$ cat config.mk
export PLATFORM = sky130hd
export DESIGN_NAME = io_port_bank
export DESIGN_NICKNAME = d
export VERILOG_FILES = /design/src/rtl/io_port_bank.sv
export SDC_FILE = /design/constraint.sdc
export NUM_CORES = 1
export LEC_CHECK = 0
export BUFFER_PORTS_ARGS = -buffer_cell sky130_fd_sc_hd__clkbuf_2
export CAP_MARGIN = 15
export CORE_ASPECT_RATIO = 0.6
export CORE_UTILIZATION = 45
export CTS_CLUSTER_DIAMETER = 150
export DETAILED_ROUTE_END_ITERATION = 10
export PLACE_DENSITY = 0.65
export RECOVER_POWER = 25
export SLEW_MARGIN = 20
export SYNTH_ARGS = -nofsm -noshare
export SYNTH_HDL_FRONTEND = slang
export SYNTH_SLANG_ARGS = --single-unit
$ cat constraint.sdc
create_clock -name clk -period 4.1 [get_ports clk]
set_clock_uncertainty 0.2 [all_clocks]
set_input_delay 0.205 -clock clk [delete_from_list [all_inputs] [get_ports clk]]
set_output_delay 0.205 -clock clk [all_outputs]
set_load 0.02 [all_outputs]
$ cat src/rtl/io_port_bank.sv
// io_port_bank: decodes Z80-style I/O bus cycles into N_PORTS GP byte ports and a console TX FIFO.
// Ports: clk/reset, address/data_in/data_out/data_oe, nCS/nWE/nOE, port_out/port_in, tx_*, bus_err.
module io_port_bank #(
  parameter int          N_PORTS      = 4,
  parameter logic [15:0] PORT_BASE    = 16'h0010,
  parameter logic [15:0] CONSOLE_ADDR = 16'd2222,
  parameter logic [15:0] STATUS_ADDR  = 16'd2223,
  parameter int          FIFO_DEPTH   = 16
) (
  input  logic                   clk,
  input  logic                   reset,
  input  logic [15:0]            address,
  input  logic [7:0]             data_in,
  output logic [7:0]             data_out,
  output logic                   data_oe,
  input  logic                   nCS,
  input  logic                   nWE,
  input  logic                   nOE,
  output logic [8*N_PORTS-1:0]   port_out,
  input  logic [8*N_PORTS-1:0]   port_in,
  output logic [7:0]             tx_data,
  output logic                   tx_valid,
  input  logic                   tx_ready,
  output logic                   bus_err
);

  localparam int AW = $clog2(FIFO_DEPTH);
  localparam int CW = AW + 1;

  logic          wr_prev;
  logic          rd_prev;
  logic          wr_act;
  logic          rd_act;
  logic          wr_ev;
  logic          rd_ev;
  logic          conflict;
  logic [7:0]    mem [FIFO_DEPTH];
  logic [AW-1:0] wptr;
  logic [AW-1:0] rptr;
  logic [CW-1:0] count;
  logic          full;
  logic          empty;
  logic          overflow;
  logic          push_req;
  logic          push;
  logic          pop;
  logic          drop;
  logic [31:0]   cnt_w;
  logic [4:0]    cnt_sat;
  logic [7:0]    rd_data;

  assign wr_act   = !nCS && !nWE && nOE;
  assign rd_act   = !nCS && !nOE && nWE;
  assign conflict = !nCS && !nWE && !nOE;
  // Edge detect: a strobe held for many clocks acts once.
  assign wr_ev    = wr_act && !wr_prev;
  assign rd_ev    = rd_act && !rd_prev;

  assign full     = count == CW'(FIFO_DEPTH);
  assign empty    = count == '0;
  assign tx_valid = !empty;

  assign push_req = wr_ev && (address == CONSOLE_ADDR);
  assign pop      = tx_valid && tx_ready;
  // A pop in the same clock frees the slot, so a full FIFO still accepts.
  assign push     = push_req && (!full || pop);
  assign drop     = push_req && full && !pop;

  always_ff @(posedge clk) begin
    if (reset) begin
      wr_prev  <= 1'b1;
      rd_prev  <= 1'b1;
      port_out <= '0;
      wptr     <= '0;
      rptr     <= '0;
      count    <= '0;
      tx_data  <= 8'h00;
      overflow <= 1'b0;
      bus_err  <= 1'b0;
    end else begin
      wr_prev <= wr_act;
      rd_prev <= rd_act;
      if (conflict)
        bus_err <= 1'b1;
      if (wr_ev) begin
        for (int k = 0; k < N_PORTS; k++)
          if (address == PORT_BASE + 16'(k))
            port_out[8*k +: 8] <= data_in;
      end
      if (push)
        wptr <= wptr + AW'(1);
      if (pop)
        rptr <= rptr + AW'(1);
      if (push && !pop)
        count <= count + CW'(1);
      else if (pop && !push)
        count <= count - CW'(1);
      // Registered head: next head is the new char when the FIFO
      // is (or becomes) empty, else the entry behind the popped one.
      if (push && (empty || (pop && count == CW'(1))))
        tx_data <= data_in;
      else if (pop && count == CW'(1))
        tx_data <= 8'h00;
      else if (pop)
        tx_data <= mem[rptr + AW'(1)];
      if (drop)
        overflow <= 1'b1;
      else if (rd_ev && address == STATUS_ADDR)
        overflow <= 1'b0;
    end
  end

  always_ff @(posedge clk) begin
    if (!reset && push)
      mem[wptr] <= data_in;
  end

  assign cnt_w   = 32'(count);
  assign cnt_sat = (cnt_w > 32'd31) ? 5'd31 : cnt_w[4:0];

  always_comb begin
    rd_data = 8'hFF;
    if (address == CONSOLE_ADDR)
      rd_data = 8'h00;
    else if (address == STATUS_ADDR)
      rd_data = {overflow, full, empty, cnt_sat};
    for (int k = 0; k < N_PORTS; k++)
      if (address == PORT_BASE + 16'(k))
        rd_data = port_in[8*k +: 8];
  end

  assign data_out = rd_data;
  assign data_oe  = !nCS && !nOE;

endmodule

==> impl_results.md <==
* Status: completed
* Crit start category: primary input
* Setup TNS at 0 ns
* Die area at 0.0179 mm²
* ANT nets after route at 0
* Post-CTS Setup Repair Bufs at 0
* Synth Net Count at 725
* Yosys cell types at 50
* Final GP Congestion at ~0.82
* Share of layout cells above drive strength 1 at 20.8%
* Post-Syn Area at between 0.007 and 0.008 mm²
* Largest family of logic cells by synthesized area: simple AND/OR/NAND/NOR gates
* Placed Area at 0.00863 mm²
* Area grow syn2layout at 18.3%
* EDFF count, synth at ~130
* CP max FO at 8
* Setup Viol. Count Final at 0
* Final Hold Viols at 0
* Wire per inst at slightly below 20 µm
* Die W at 172 µm
* TritonCTS Buffers at 17
* Critical Path End Type: register
* ANT cells at 0
* Vias per std cell at 5.62
* Nets at approximately 840
* Post-Syn Instances at ~650
* XOR/XNOR Fraction of Synth Area at roughly 1.2%
* Lkg Pwr at between 3 and 4 nW
* CTS clk-pin slew, worst paths at 0.07 ns
* Worst rel slew slack at 16.7%
* Total Routing Usage GR at about 23%
* Post-DP HPWL at roughly 14 mm
* Worst-Margin Slew at 1.25 ns
* Fmax at about 0.31 GHz
* Post_cts resized at 0
* Core area at between 0.015 and 0.02 mm²
* DRT Pass-1 Iters at 5
* VDD IR max at around 0.00027 V
* Proportion of synthesized area in mux cells at about 7.6%
* Skew-Pair Late Insertion Delay at roughly 0.42 ns
* Initial Util at between 40% and 50%
* Global-route wire length before repair at 31.0 mm
* Hold WC Path Type: primary input to register
* Max-slew violations at 0
* Post-synthesis average cell area at between 10 and 15 µm²
* Commonest non-fill, non-tap cells in the layout: 128 x edfxtp_1, 105 x clkbuf_2, 96 x nand2_1, 65 x nor2_1, 60 x nand3_1
* Number of global-route vias before repair at 5486
* RSZ-0062 raised after global routing: no
* Max-cap violation count at 0
* Critical path class: primary input to register
* Primary FF master, synth: edfxtp_1
* Register area share after synthesis at roughly 64%
* Antenna violations before repair at 0
* Largest net degree at the start of global routing at 52
* Via count at about 5700
* FFs w/ async S/R, synth at 0%
* Critical Path AT at ~3 ns
* H-tree depth at 4
* Fill cell count at between 1000 and 1500
* Synth Area in Simple Gates at between 10% and 20%
* Num ports at about 110
* Adder-Cell Fraction of Synth Area at around 1.8%
* DRT iter0 DRCs at approximately 470
* Synth Area in Compound Gates at 6.06%
* CTS tree: built
* Most common cell after layout, fill and taps aside: edfxtp_1
* Remaining Overflow, GRT at 0
* Yosys reg bits at ~190
* Root buffer selected by CTS: clkbuf_16
* Die Span Y at 104 µm
* DRC violations left at 0
* Final Cell Area at approximately 0.0093 mm²
* Data required time at the worst endpoint at about 4 ns
* Cell row count at 36
* Clock tree buffer depth at 2
* PortBufs at approximately 110
* Final Critical Period at between 3 and 4 ns
* Period utilization at between 70% and 80%
* Final wirelength at 20.0 mm
* Yosys warning count at 0
* Power Density at between 400 and 500 mW/mm²
* Sinks on the clock net at roughly 190
critical path, cell delays in order:
cell           delay (ns)
dlygate4sd3_1        0.54
clkbuf_2             0.13
nor4b_1              0.52
nand2_1              0.33
nor3_4               0.40
nand2_1              0.24
nor2_1               0.66
flip-flops by register name, indices dropped and copies added, names as in the netlist:
| signal | cells |
|---|---|
| mem | 128 |
| tx_data | 8 |
| count | 5 |
| wr_prev | 1 |
| rd_prev | 1 |
| rptr | 4 |
| bus_err | 1 |
| wptr | 4 |
| port_out | 32 |
| overflow | 1 |
power by group:
| part | total, mW | switching, mW | internal [mW] |
|---|---|---|---|
| Clock | 1.56 | 0.758 | 0.802 |
| Combinational | 0.743 | 0.485 | 0.258 |
| Sequential | 2.10 | 0.0586 | 2.05 |
| Total | 4.41 | 1.30 | 3.11 |
cells in the mapped netlist, drive strengths merged, types with 5 or more instances:
cell	count	area [µm²]
ha	11	138
buf	6	33.8
clkbuf	27	101
a22oi	16	120
nor2	65	244
dfxtp	57	1140
edfxtp	128	3840
inv	8	30.0
nand3	60	300
nor4b	5	43.8
nor3	6	73.8
a32oi	11	96.3
nor2b	8	50.1
or3	6	37.5
xor2	7	61.3
mux2i	53	531
nand2	96	360
a21oi	18	90.1
nand4	18	113
logic make-up (layout without fill, tap and decap cells):
group | Yosys count | after routing
simple gates | 282 | 282
flops | 185 | 185
compound gates | 65 | 65
mux | 57 | 57
buf+inv | 41 | 168
fa+ha+maj | 11 | 11
xor+xnor | 11 | 11
metal layers:
metal / wire length, µm / vias up / global-route usage [%]
li1: - / 2636 / -
met1: 9650 / 2800 / 34.8
met2: 8960 / 200 / 34.0
met4: 267 / 0 / 6.13
met5: 0 / - / 0
met3: 1090 / 20 / 4.30
stage by stage:
| stage | hold slack (ns) | std cells | power (mW) | setup slack, ns | utilization [%] |
|---|---|---|---|---|---|
| floorplan | 0.104 | 652 | 2.60 | 1.25 | - |
| global placement | 0.244 | 969 | 2.85 | 0.999 | 51.9 |
| detailed placement | 0.253 | 969 | 2.87 | 0.837 | 51.9 |
| CTS | 0.128 | 1007 | 4.41 | 0.954 | 55.7 |
| global route | 0.177 | 1007 | 4.57 | 0.736 | 55.7 |
| finish | 0.154 | 1007 | 4.41 | 0.919 | 55.7 |
final cells by class:
| class | count | area [µm²] | area share [%] |
|---|---|---|---|
| well taps | 228 | 285 | 3.08 |
| clock inverters | 15 | 138 | 1.49 |
| inverters | 8 | 30.0 | 0.325 |
| clock buffers | 17 | 425 | 4.60 |
| multi-input cells | 426 | 2700 | 29.2 |
| repair buffers | 128 | 687 | 7.43 |
| flip-flops and latches | 185 | 4980 | 53.9 |
what timing repair did:
action | CTS | global route
setup endpoints to repair | 0 | 0
hold endpoints to repair | 6 | 0
hold buffers | 6 | 0
final timing paths:
check	slack (ns)	endpoint	depth (start not counted)	startpoint
setup / recovery	0.92	mem[14][6]$_DFFE_PP_	7	nCS
hold / removal	0.15	overflow$_SDFFE_PP0P_	6	address[3]
setup reg to reg	0.97	tx_data[0]$_SDFFE_PP0P_	7	rptr[0]$_SDFFE_PP0P_
hold reg to reg	0.26	port_out[21]$_SDFFE_PP0P_	2	port_out[21]$_SDFFE_PP0P_
No activity file was read; power rests on OpenSTA's default activity.
